`src/rtl/lsu_mem_stage.sv`:
```
// Load/store memory stage: req/ack handshake to data memory with byte/half/word lane formatting.
// Optional build macro LSU_MISALIGN_TRAP_EN: trap misaligned H/W accesses and add the misalign output.
module lsu_mem_stage #(
  parameter int MAX_WAIT = 255,
  parameter int CNT_W    = 8
) (
  input  logic        clk,
  input  logic        rst_n,
  input  logic        valid,
  input  logic        is_load,
  input  logic        is_store,
  input  logic [2:0]  funct3,
  input  logic [31:0] addr,
  input  logic [31:0] wdata,
  input  logic [4:0]  rd,
  output logic        busy,
  output logic        done,
  output logic        err,
  output logic [4:0]  rd_out,
  output logic        we_out,
  output logic [31:0] rdata_out,
  output logic        mem_req,
  output logic        mem_we,
  output logic [31:0] mem_addr,
  output logic [3:0]  mem_be,
  output logic [31:0] mem_wdata,
  input  logic        mem_ack,
  input  logic [31:0] mem_rdata
`ifdef LSU_MISALIGN_TRAP_EN
  ,
  output logic        misalign
`endif
);

  localparam logic [1:0] S_IDLE = 2'd0;
  localparam logic [1:0] S_REQ  = 2'd1;
  localparam logic [1:0] S_DONE = 2'd2;

  logic [1:0]       state_q, state_d;
  logic [CNT_W-1:0] cnt_q, cnt_d;
  logic [31:0]      addr_q, addr_d;
  logic [31:0]      wdata_q, wdata_d;
  logic [2:0]       f3_q, f3_d;
  logic [4:0]       rd_q, rd_d;
  logic             load_q, load_d;
  logic             err_q, err_d;
  logic             we_q, we_d;
  logic [31:0]      rdata_q, rdata_d;
  logic             mis_q, mis_d;

  logic        accept, timeout, size_b, size_h, mis_c;
  logic [3:0]  be_c;
  logic [31:0] wdata_c, lane, fmt;
  logic [4:0]  shamt;

  assign accept  = (state_q == S_IDLE) && valid && (is_load ^ is_store);
  assign timeout = (MAX_WAIT != 0) && (cnt_q == CNT_W'(MAX_WAIT - 1));

  // funct3[1:0] alone selects the size, so 011/110/111 all fall through to word
  assign size_b = (f3_q[1:0] == 2'b00);
  assign size_h = (f3_q[1:0] == 2'b01);

  always_comb begin
    if (load_q)      be_c = 4'b1111;
    else if (size_b) be_c = 4'b0001 << addr_q[1:0];
    else if (size_h) be_c = addr_q[1] ? 4'b1100 : 4'b0011;
    else             be_c = 4'b1111;
  end

  assign wdata_c = size_b ? {4{wdata_q[7:0]}} : size_h ? {2{wdata_q[15:0]}} : wdata_q;
  assign shamt   = size_b ? {addr_q[1:0], 3'b000} : size_h ? {addr_q[1], 4'b0000} : 5'd0;
  assign lane    = mem_rdata >> shamt;
  assign fmt     = size_b ? {{24{~f3_q[2] & lane[7]}}, lane[7:0]}
                 : size_h ? {{16{~f3_q[2] & lane[15]}}, lane[15:0]}
                 : lane;

`ifdef LSU_MISALIGN_TRAP_EN
  assign mis_c = ((funct3[1:0] == 2'b01) && addr[0]) ||
                 ((funct3[1:0] != 2'b00) && (funct3[1:0] != 2'b01) && (addr[1:0] != 2'b00));
`else
  assign mis_c = 1'b0;
`endif

  always_comb begin
    state_d = state_q;
    cnt_d   = cnt_q;
    addr_d  = addr_q;
    wdata_d = wdata_q;
    f3_d    = f3_q;
    rd_d    = rd_q;
    load_d  = load_q;
    err_d   = err_q;
    we_d    = we_q;
    rdata_d = rdata_q;
    mis_d   = mis_q;
    case (state_q)
      S_IDLE: begin
        if (accept) begin
          addr_d  = addr;
          wdata_d = wdata;
          f3_d    = funct3;
          rd_d    = rd;
          load_d  = is_load;
          cnt_d   = '0;
          we_d    = 1'b0;
          rdata_d = '0;
          mis_d   = mis_c;
          err_d   = mis_c;
          state_d = mis_c ? S_DONE : S_REQ;
        end
      end
      S_REQ: begin
        if (mem_ack) begin
          state_d = S_DONE;
          err_d   = 1'b0;
          if (load_q) begin
            rdata_d = fmt;
            we_d    = (rd_q != 5'd0);
          end
        end else if (timeout) begin
          state_d = S_DONE;
          err_d   = 1'b1;
        end else begin
          cnt_d = cnt_q + CNT_W'(1);
        end
      end
      S_DONE:  state_d = S_IDLE;
      default: state_d = S_IDLE;
    endcase
  end

  always_ff @(posedge clk or negedge rst_n) begin
    if (!rst_n) begin
      state_q <= S_IDLE;
      cnt_q   <= '0;
      addr_q  <= '0;
      wdata_q <= '0;
      f3_q    <= '0;
      rd_q    <= '0;
      load_q  <= 1'b0;
      err_q   <= 1'b0;
      we_q    <= 1'b0;
      rdata_q <= '0;
      mis_q   <= 1'b0;
    end else begin
      state_q <= state_d;
      cnt_q   <= cnt_d;
      addr_q  <= addr_d;
      wdata_q <= wdata_d;
      f3_q    <= f3_d;
      rd_q    <= rd_d;
      load_q  <= load_d;
      err_q   <= err_d;
      we_q    <= we_d;
      rdata_q <= rdata_d;
      mis_q   <= mis_d;
    end
  end

  // Memory-side outputs are gated so they read 0 outside REQ
  assign busy      = (state_q != S_IDLE);
  assign done      = (state_q == S_DONE);
  assign err       = done & err_q;
  assign we_out    = done & we_q;
  assign rdata_out = done ? rdata_q : 32'd0;
  assign rd_out    = rd_q;
  assign mem_req   = (state_q == S_REQ);
  assign mem_we    = mem_req & ~load_q;
  assign mem_addr  = mem_req ? {addr_q[31:2], 2'b00} : 32'd0;
  assign mem_be    = mem_req ? be_c : 4'd0;
  assign mem_wdata = (mem_req & ~load_q) ? wdata_c : 32'd0;

`ifdef LSU_MISALIGN_TRAP_EN
  assign misalign = done & mis_q;
`else
  logic unused_mis;
  assign unused_mis = mis_q ^ mis_c;
`endif

endmodule

```
`config.mk`:
```
export PLATFORM = sky130hd
export DESIGN_NAME = lsu_mem_stage
export DESIGN_NICKNAME = d
export VERILOG_FILES = /design/src/rtl/lsu_mem_stage.sv
export SDC_FILE = /design/constraint.sdc
export NUM_CORES = 1
export LEC_CHECK = 0
export ABC_CLOCK_PERIOD_IN_PS = 2550
export CORE_ASPECT_RATIO = 0.75
export CORE_MARGIN = 4
export CORE_UTILIZATION = 35
export CTS_CLUSTER_SIZE = 24
export DETAILED_ROUTE_END_ITERATION = 16
export PLACE_DENSITY = 0.63
export SETUP_SLACK_MARGIN = 0.05
export SYNTH_ARGS = -nofsm -noshare
export SYNTH_HDL_FRONTEND = slang
export SYNTH_SLANG_ARGS = --single-unit
```
`constraint.sdc`:
```
create_clock -name clk -period 2.55 [get_ports clk]
set_clock_uncertainty 0.15 [all_clocks]
set_input_delay 0.51 -clock clk [delete_from_list [all_inputs] [get_ports clk]]
set_output_delay 0.51 -clock clk [all_outputs]
set_load 0.05 [all_outputs]
```
# Word level (Yosys, flattened, before mapping)
# Index checks and enable logic that the tools add are counted.
dict set report word_totals {
  latch_bits 0
  memories 0
  output_inout_bits 111
  wordCells 76
  rom_bits 0
  inputBits 110
  ff_bits 117
  mem_bits_rw 0
}
dict set report op_classes {
  bitwise_logic 8
  eq_ne 10
  div_mod_pow 0
  n_addsub 1
  n_shift 2
  n_mul 0
  reduce_logical 12
  muxes 33
  magnitude_cmp 0
}
# cell n
set ops {}
lappend ops {{32-bit two-way mux} 10}
lappend ops {{32-bit case mux with 2 select lines} 1}
lappend ops {{32-bit by 5-bit right shift with 32-bit output} 1}
lappend ops {{8-bit two-way mux} 3}
lappend ops {{4-bit two-way mux} 5}
lappend ops {{8-bit case mux with 2 select lines} 1}
lappend ops {{5-bit two-way mux} 2}
lappend ops {{8-bit by 1-bit adder with 8-bit output, second input constant} 1}
lappend ops {{8-bit equality test, second input constant} 1}
lappend ops {{4-bit AND reduction} 2}
lappend ops {{2-bit two-way mux} 3}
lappend ops {{2-bit != test, second input constant} 3}
lappend ops {{1-bit AND} 5}
lappend ops {{1-bit two-way mux} 5}
lappend ops {{5-bit nonzero test} 1}
lappend ops {{2-bit by 1-bit equality test with 1-bit output, second input constant} 2}
lappend ops {{2-bit zero test} 2}
lappend ops {{2-bit by 1-bit != test with 1-bit output, second input constant} 2}
lappend ops {{1-bit case mux with 2 select lines} 2}
lappend ops {{2-bit case mux with 2 select lines} 1}
lappend ops {{2-bit AND reduction} 2}
lappend ops {{2-bit nonzero test} 2}
lappend ops {{1-bit by 2-bit left shift with 4-bit output, first input constant} 1}
lappend ops {{3-bit by 1-bit != test with 1-bit output, second input constant} 1}
lappend ops {{other kinds (5)} 7}

# Longest topological paths before layout
# Gate-level depths: netlist (run 1).
dict set report logic_depth {
  depth_word 10
  depth_mapped 8
  ltp_nobuf 7
}

# Least setup slack after synthesis (run 1)
# No wires, ideal clock.
dict set report synth_timing {
  path_type {register -> output}
  start {register state_q[1]}
  end {output port mem_wdata[12]}
  required_ns 1.890
  path_stages_with_launch 7
  t_arrival_ns 1.970
  setup_slack_ns -0.080
  path_buffers 2
  cell_sequence {dfrtp_1 -> nand2b_1 -> inv_1 -> nand2b_1 -> clkbuf_1 -> clkbuf_1 -> a21oi_1}
}
dict set report synth_between {
  elab_chain_len 3
}
# item line_no
set synth_rtl {}
lappend synth_rtl {{start: declaration} 39} ;# logic [1:0] state_q, state_d;
lappend synth_rtl {{start signal: assignment} 146} ;# state_q <= state_d;
lappend synth_rtl {{2-bit by 1-bit equality test with 1-bit output} 167} ;# assign mem_req = (state_q == S_REQ);
lappend synth_rtl {{1-bit AND} 171} ;# assign mem_wdata = (mem_req & ~load_q) ? wdata_c : 32'd0;
lappend synth_rtl {{32-bit two-way mux} 171}
lappend synth_rtl {{end: declaration} 26} ;# output logic [31:0] mem_wdata,
# No other way between the ends.

# Worst setup path in the final report (run 1)
dict set report layout_timing {
  start {register f3_q[1]}
  end {output port mem_be[3]}
}
dict set report layout_between {
  elab_chain_len 5
  elab_cells_between_ends 6
  cone_classes {1 x eq/ne; 4 x mux; 1 x reduce/logical}
}
# item line_no
set layout_rtl {}
lappend layout_rtl {{start: declaration} 43} ;# logic [2:0] f3_q, f3_d;
lappend layout_rtl {{start signal: assignment} 138} ;# f3_q <= '0;
lappend layout_rtl {{start signal: assignment} 150} ;# f3_q <= f3_d;
lappend layout_rtl {{2-bit by 1-bit equality test with 1-bit output} 61} ;# assign size_h = (f3_q[1:0] == 2'b01);
lappend layout_rtl {{4-bit two-way mux} 66} ;# else if (size_h) be_c = addr_q[1] ? 4'b1100 : 4'b0011;
lappend layout_rtl {{4-bit two-way mux *} 65} ;# else if (size_b) be_c = 4'b0001 << addr_q[1:0];
lappend layout_rtl {{4-bit two-way mux *} 64} ;# if (load_q) be_c = 4'b1111;
lappend layout_rtl {{4-bit two-way mux *} 170} ;# assign mem_be = mem_req ? be_c : 4'd0;
lappend layout_rtl {{end: declaration} 25} ;# output logic [3:0] mem_be,
# Every way passes the cells marked *; elsewhere a longest branch is shown, timed or not.

==> flow_summary.yaml, run 1 <==
routing:
  route.vias.total: 5622
  first_iter_violations: 377
  remaining_drc_errors: 0
  firstDrtPassIters: 5
  totalWireLength_um: 20200
  antenna_left: 0
  avgViaCountPerCell: 4.82
  post_drt_wl_per_cell_um: 17.3
grt:
  first_global_vias: 5711
  grt_start_max_net_pins: 65
  antenna_found_initial: 3
  sum_of_overflow_across_all_layers_after_global_routing: 0
  globalRouteTotalUtil: 0.214
  grt_first_pass_wirelength_um: 32200
logic_synthesis:
  synth_largest_area_cell: "sky130_fd_sc_hd__dfrtp_1"
  leading_cell_types_by_total_area_after_synthesis: "sky130_fd_sc_hd__dfrtp_1 49%, sky130_fd_sc_hd__nand2_1 17%, sky130_fd_sc_hd__and2_1 7.6%"
  post_synth_inst_count: 712
  synth.lib_cells_used.distinct: 41
  async_sr_flop_fraction: 1.00
  yosys_warnings: 0
  synth.cell_area_um2: 5990
  synth-seq-cells: 117
  synth_flop_cell: "sky130_fd_sc_hd__dfrtp_1"
  synth_sequential_area_ratio: 0.489
  synth_edf_count: 0
  mean_instance_size_in_the_synthesized_netlist_um2: 8.41
  post-synth-top-area-fraction: 0.489
floorplanning:
  floorplan.core_area_um2: 16800
  top_level_ports: 221
  chipHeight_um: 121
  fp.dieArea_um2: 19300
  std_cell_rows: 41
  die_width_um: 159
  floorplan.initialDensity: 0.356
cts:
  clkSinkCount: 117
  cts_tree: "yes"
  cts_max_path_buffers: 2
  worst_skew_pair.late_latency_ns: 0.41
  cts_made_buffers: 17
  cts.reportedPaths.clkPinSlew_ns: 0.05
  clock_tree.root_cell: "sky130_fd_sc_hd__clkbuf_16"
  clock_tree.htree_level_count: 4
critical_path:
  timing_worst_setup_path_type: "flip-flop to output port"
  worstPathMaxFanout: 13
  setup.worst_path.end_class: "output port"
  timing.critical_path.required_ns: 1.89
  crit_path_start_kind: "flip-flop"
  wp_data_arrival_ns: 1.82
sta:
  final_critical_path_setup_slack_ns: 0.0714
  timing_max_transition_violations_final: 0
  slew-limit-headroom: 0.499
  setup_violations: 0
  rsz_0062_raised_after_global_routing: "yes"
  maxClockFrequency_mhz: 403
  worst_pin_slew_ns: 0.748
  min_period_over_period: 0.972
  post-route-min-period_ns: 2.48
  final_hold_viol_count: 0
placed_design:
  placedCellCount: 1124
  setup_slack_at_placement_ns: 0.178
  place_hpwl_um: 14500
  placement.io_buffers: 218
  placer_s_final_routability_congestion_estimate: 0.807
finish:
  area_growth_syn_to_layout_pct: 73.4
  final_layout_size_suffix_gt1_frac: 0.238
  final_core_util: 0.617
  fin_nets: 1051
  fillers: 1426
  final_cells: 1167
  insertedDiodeCount: 0
power_and_ir_drop:
  total_leakage_power_uw: 0.00474
  report.power.total_uw: 8920
  powerDensity_nw_per_um2: 859
  vdd.ir_drop.worst_mv: 0.716
run_status:
  run_status: "finished clean"
hold_path:
  hp-class: "flip-flop to flip-flop"
flow_run:
  max_cap_viol_count: 0
## layout by cell type (no fill, tap or decap), types with 7 or more instances in the layout
master                              n
sky130_fd_sc_hd__nand2_1          269
sky130_fd_sc_hd__mux2i_1           18
sky130_fd_sc_hd__dfrtp_1          115
sky130_fd_sc_hd__a21oi_2           11
sky130_fd_sc_hd__nor2b_1           19
sky130_fd_sc_hd__nor2_2            10
sky130_fd_sc_hd__buf_4             25
sky130_fd_sc_hd__nor2_1            29
sky130_fd_sc_hd__o21ai_0           20
sky130_fd_sc_hd__buf_12           107
sky130_fd_sc_hd__nand3_1           13
sky130_fd_sc_hd__a21oi_1           12
sky130_fd_sc_hd__clkdlybuf4s50_1  113
sky130_fd_sc_hd__a22o_1            15
sky130_fd_sc_hd__clkbuf_16         18
sky130_fd_sc_hd__mux4_2             7
sky130_fd_sc_hd__and2_1            64
## through the flow
stage / instance area (µm²) / hold WS (ns) / setup TNS (ns)
finish: 10400 / 0.312 / 0
global placement: 9550 / 0.299 / 0
detailed placement: 9550 / 0.305 / 0
CTS: 10200 / 0.318 / 0
global route: 10400 / 0.332 / 0
floorplan: 6020 / 0.0644 / -0.504
## critical path, stage by stage, from the launching register on
cell and delay, ns:
sky130_fd_sc_hd__dfrtp_2 0.45, sky130_fd_sc_hd__buf_6 0.17, sky130_fd_sc_hd__or3_4 0.39, sky130_fd_sc_hd__a21oi_2 0.15
sky130_fd_sc_hd__nor2_1 0.09, sky130_fd_sc_hd__buf_12 0.15
## Yosys cell counts (2+ instances only)
| library cell | count |
|---|---|
| sky130_fd_sc_hd__nor3b_1 | 2 |
| sky130_fd_sc_hd__o21ai_0 | 20 |
| sky130_fd_sc_hd__mux2i_1 | 18 |
| sky130_fd_sc_hd__buf_6 | 2 |
| sky130_fd_sc_hd__ha_1 | 2 |
| sky130_fd_sc_hd__buf_4 | 3 |
| sky130_fd_sc_hd__and2_1 | 73 |
| sky130_fd_sc_hd__or3_1 | 2 |
| sky130_fd_sc_hd__mux4_2 | 7 |
| sky130_fd_sc_hd__xnor2_1 | 5 |
| sky130_fd_sc_hd__nand2_1 | 270 |
| sky130_fd_sc_hd__a21oi_1 | 23 |
| sky130_fd_sc_hd__buf_2 | 4 |
| sky130_fd_sc_hd__a22o_1 | 15 |
| sky130_fd_sc_hd__nor3_1 | 5 |
| sky130_fd_sc_hd__nand3_1 | 13 |
| sky130_fd_sc_hd__o211ai_1 | 2 |
| sky130_fd_sc_hd__or2_2 | 4 |
| sky130_fd_sc_hd__clkbuf_1 | 38 |
| sky130_fd_sc_hd__nand4_1 | 2 |
| sky130_fd_sc_hd__nand2b_1 | 4 |
| sky130_fd_sc_hd__inv_1 | 5 |
| sky130_fd_sc_hd__a22oi_1 | 2 |
| sky130_fd_sc_hd__nor2b_1 | 20 |
| sky130_fd_sc_hd__dfrtp_1 | 117 |
| sky130_fd_sc_hd__nor2_1 | 39 |
## report_power, final
group,switching (µW),internal [µW],leakage (µW)
clock network,874,1680,0.000305
logic,1890,1590,0.00295
registers,428,2450,0.00149
total,3190,5730,0.00474
## path summary, 6_finish.rpt
path	start	endpoint	slack, ns	cells past startpoint
worst max-delay path	f3_q[1]	mem_be[3]	0.07	5
max in group asynchronous	rst_n	addr_q[1]	1.03	3
worst min-delay path	addr_q[4]	addr_q[4]	0.31	2
worst max register to register	state_q[1]	rdata_q[9]	0.38	7
worst min register to register	addr_q[4]	addr_q[4]	0.31	2
min in group asynchronous	rst_n	rdata_q[25]	0.47	2
## cell families after synthesis
| family | Yosys count | share of synthesized area |
|---|---|---|
| xor gates and xnor gates | 6 | 0.00877 |
| muxes | 25 | 0.0564 |
| adders and majority gates | 2 | 0.00418 |
| other | 1 | 0.000626 |
| DFF | 117 | 0.489 |
| and+or+nand+nor | 440 | 0.329 |
| buffers and inverters | 53 | 0.0384 |
| AOI/OAI and AO/OA | 68 | 0.0735 |
## cell type report
type / instances / area [µm²] / area share
timing repair inverter: 1 / 7.51 / 0.000723
clock inverter: 13 / 180 / 0.0173
clock buffer: 19 / 453 / 0.0436
timing repair buffer: 254 / 3580 / 0.344
multi-input combinational: 543 / 2950 / 0.284
sequential: 117 / 2930 / 0.282
inverter: 5 / 22.5 / 0.00217
tap: 215 / 269 / 0.0259
## state kept, by name, indices dropped and copies added, names as in the netlist
| signal | cells |
|---|---|
| load_q | 1 |
| we_q | 1 |
| addr_q | 32 |
| f3_q | 3 |
| rd_out | 5 |
| cnt_q | 8 |
| rdata_q | 32 |
| state_q | 2 |
| wdata_q | 32 |
| err_q | 1 |
## layer usage
metal	wire length (µm)	global-route usage	vias up	share of wire
li1	-	-	2733	-
met1	8860	0.285	2630	0.44
met2	8810	0.313	231	0.44
met3	2290	0.103	22	0.11
met4	189	0.0531	6	0.0094
met5	35	0	-	0.0017
## timing repair
item | in CTS | in global routing
hold endpoints to repair | 36 | 0
hold buffers | 1 | 0
pin swaps | 0 | 1
setup buffers | 0 | 8
gates resized for setup | 12 | 22
setup endpoints to repair | 61 | 51
cloned | 1 | 1
No activity file was read; power rests on OpenSTA's default activity.
==> inputs of run 2 (changes only) <==
--- a/config.mk
+++ b/config.mk
@@ -9,6 +9,7 @@
 export CORE_ASPECT_RATIO = 0.75
 export CORE_MARGIN = 4
 export CORE_UTILIZATION = 35
+export CTS_CLUSTER_DIAMETER = 50
 export CTS_CLUSTER_SIZE = 24
 export DETAILED_ROUTE_END_ITERATION = 16
 export PLACE_DENSITY = 0.63
==> results of run 2 <==
Final layout, timing and power as in run 1 (identical DEF).
==> inputs of run 3 (changes only) <==
--- a/config.mk
+++ b/config.mk
@@ -5,7 +5,7 @@
 export SDC_FILE = /design/constraint.sdc
 export NUM_CORES = 1
 export LEC_CHECK = 0
-export ABC_CLOCK_PERIOD_IN_PS = 2550
+export ABC_CLOCK_PERIOD_IN_PS = 2600
 export CORE_ASPECT_RATIO = 0.75
 export CORE_MARGIN = 4
 export CORE_UTILIZATION = 35
@@ -13,6 +13,7 @@
 export CTS_CLUSTER_SIZE = 24
 export DETAILED_ROUTE_END_ITERATION = 16
 export PLACE_DENSITY = 0.63
+export REMOVE_ABC_BUFFERS = 1
 export SETUP_SLACK_MARGIN = 0.05
 export SYNTH_ARGS = -nofsm -noshare
 export SYNTH_HDL_FRONTEND = slang
==> constraint.sdc (replaced) <==
create_clock -name clk -period 2.6 [get_ports clk]
set_clock_uncertainty 0.15 [all_clocks]
set_input_delay 0.52 -clock clk [delete_from_list [all_inputs] [get_ports clk]]
set_output_delay 0.52 -clock clk [all_outputs]
set_load 0.05 [all_outputs]
==> run 3 against run 2 <==
  * Global-route usage fell by 1.4 points
  * Flip-flop and latch count did not move
  * Routed wire length fell by 5.1%
  * Combinational power fell by 3%
  * Register-to-register slack got worse by 0.12 ns
  * Sequential power fell by 3%
  * Utilization fell by 0.54 points
  * Largest cell class unchanged
  * Largest power group unchanged
  * Highest routed layer unchanged
==> flow_summary.yaml, run 3 (synthesis gave the netlist of run 1 again) <==
grt:
  antenna_found_initial: 1
  grt_start_max_net_pins: 79
  grt_first_pass_wirelength_um: 30500
  globalRouteTotalUtil: 0.200
  first_global_vias: 5363
  sum_of_overflow_across_all_layers_after_global_routing: 0
routing:
  firstDrtPassIters: 5
  route.vias.total: 5551
  antenna_left: 0
  remaining_drc_errors: 0
  avgViaCountPerCell: 4.80
  first_iter_violations: 247
  totalWireLength_um: 19200
  post_drt_wl_per_cell_um: 16.6
placed_design:
  placer_s_final_routability_congestion_estimate: 0.815
  place_hpwl_um: 13400
  setup_slack_at_placement_ns: 0.0553
  placement.io_buffers: 218
critical_path:
  timing_worst_setup_path_type: "flip-flop to output port"
  r2r.worst_path.cells: 7
  worstPathMaxFanout: 9
  setup.worst_path.end_class: "output port"
  timing.critical_path.required_ns: 1.93
  wp_data_arrival_ns: 1.84
  crit_path_start_kind: "flip-flop"
finish:
  fin_nets: 1042
  insertedDiodeCount: 0
  area_growth_syn_to_layout_pct: 71.9
  final_layout_size_suffix_gt1_frac: 0.229
  biggestRegsByFlops: "addr_q x32, rdata_q x32, wdata_q x32"
  layout_common_cells: "269 x sky130_fd_sc_hd__nand2_1, 115 x sky130_fd_sc_hd__dfrtp_1, 113 x sky130_fd_sc_hd__clkdlybuf4s50_1"
  most_common_cell_after_layout_fill_and_taps_aside: "sky130_fd_sc_hd__nand2_1"
sta:
  hold_slack_ns: 0.312
  final_critical_path_setup_slack_ns: 0.0889
  rsz_0062_raised_after_global_routing: "yes"
  worst_pin_slew_ns: 0.740
  fin_setup_tns_ns: 0
  timing_max_transition_violations_final: 0
  slew-limit-headroom: 0.505
  final_hold_viol_count: 0
  maxClockFrequency_mhz: 398
  post-route-min-period_ns: 2.51
  min_period_over_period: 0.966
  setup_violations: 0
cts:
  clock_tree.root_cell: "sky130_fd_sc_hd__clkbuf_16"
  cts_made_buffers: 17
  clkSinkCount: 117
  worst_skew_pair.late_latency_ns: 0.41
  clock_tree.htree_level_count: 4
  cts_tree: "yes"
  cts_max_path_buffers: 2
  cts.reportedPaths.clkPinSlew_ns: 0.06
floorplanning:
  fp.dieArea_um2: 19300
  floorplan.initialDensity: 0.356
  chipHeight_um: 121
  floorplan.core_area_um2: 16800
  top_level_ports: 221
  die_width_um: 159
  std_cell_rows: 41
power_and_ir_drop:
  powerDensity_nw_per_um2: 841
  vdd.ir_drop.worst_mv: 0.444
  total_leakage_power_uw: 0.00470
hold_path:
  hold_depth: 2
  hp-class: "flip-flop to flip-flop"
flow_run:
  max_cap_viol_count: 0
run_status:
  run_status: "finished clean"
[run 3: final cells by class]
cell class / instances / area, µm²
clock buffers: 24 / 512
clock inverters: 7 / 118
inverters: 5 / 21.3
well taps: 215 / 269
fillers: 1400 / 6530
multi-input cells: 543 / 2960
flip-flops and latches: 117 / 2930
repair buffers: 246 / 3490
[run 3: per-layer routing]
layer  track usage  share of wire
met1         0.289           0.46
met2         0.287           0.45
met3        0.0689          0.080
met4        0.0488         0.0082
met5             0        0.00037
[run 3: path summary, 6_finish.rpt]
kind / slack [ns] / end / start
max: 0.09 / mem_be[0] / f3_q[0]
min: 0.31 / addr_q[24] / addr_q[24]
max reg2reg: 0.26 / rdata_q[10] / state_q[1]
min reg2reg: 0.31 / addr_q[24] / addr_q[24]
max in group asynchronous: 1.20 / rdata_q[29] / rst_n
min in group asynchronous: 0.44 / addr_q[7] / rst_n
[run 3: timing repair]
item,4_1_cts,5_1_grt
gates resized for setup,33,15
hold buffers,1,0
setup buffers,0,2
endpoints found under the setup margin,67,57
pin swaps,2,1
endpoints found under the hold margin,26,0
[run 3: critical path, cell delays in order, from the launching register on]
cell and delay, ns:
sky130_fd_sc_hd__dfrtp_2 0.45, sky130_fd_sc_hd__or3b_4 0.44, sky130_fd_sc_hd__buf_12 0.17, sky130_fd_sc_hd__a21oi_2 0.15, sky130_fd_sc_hd__nor2_2 0.07, sky130_fd_sc_hd__buf_12 0.14
[run 3: per-stage QoR]
stage / util / cells / power [µW] / instance area (µm²)
after CTS: 0.608 / 1155 / 8670 / 10200
after global routing: 0.612 / 1157 / 9180 / 10300
final: 0.612 / 1157 / 8660 / 10300
after detailed placement: 0.564 / 1123 / 6080 / 9500
after floorplan: - / 665 / 4570 / 5780
after global placement: 0.564 / 1123 / 6020 / 9500
[run 3: where the power goes]
| part | switching (µW) | leakage (µW) | internal (µW) | total, µW |
|---|---|---|---|---|
| combinational | 1870 | 0.00291 | 1530 | 3390 |
| clock | 825 | 0.000301 | 1650 | 2480 |
| sequential | 384 | 0.00149 | 2400 | 2790 |
| total | 3080 | 0.00470 | 5580 | 8660 |
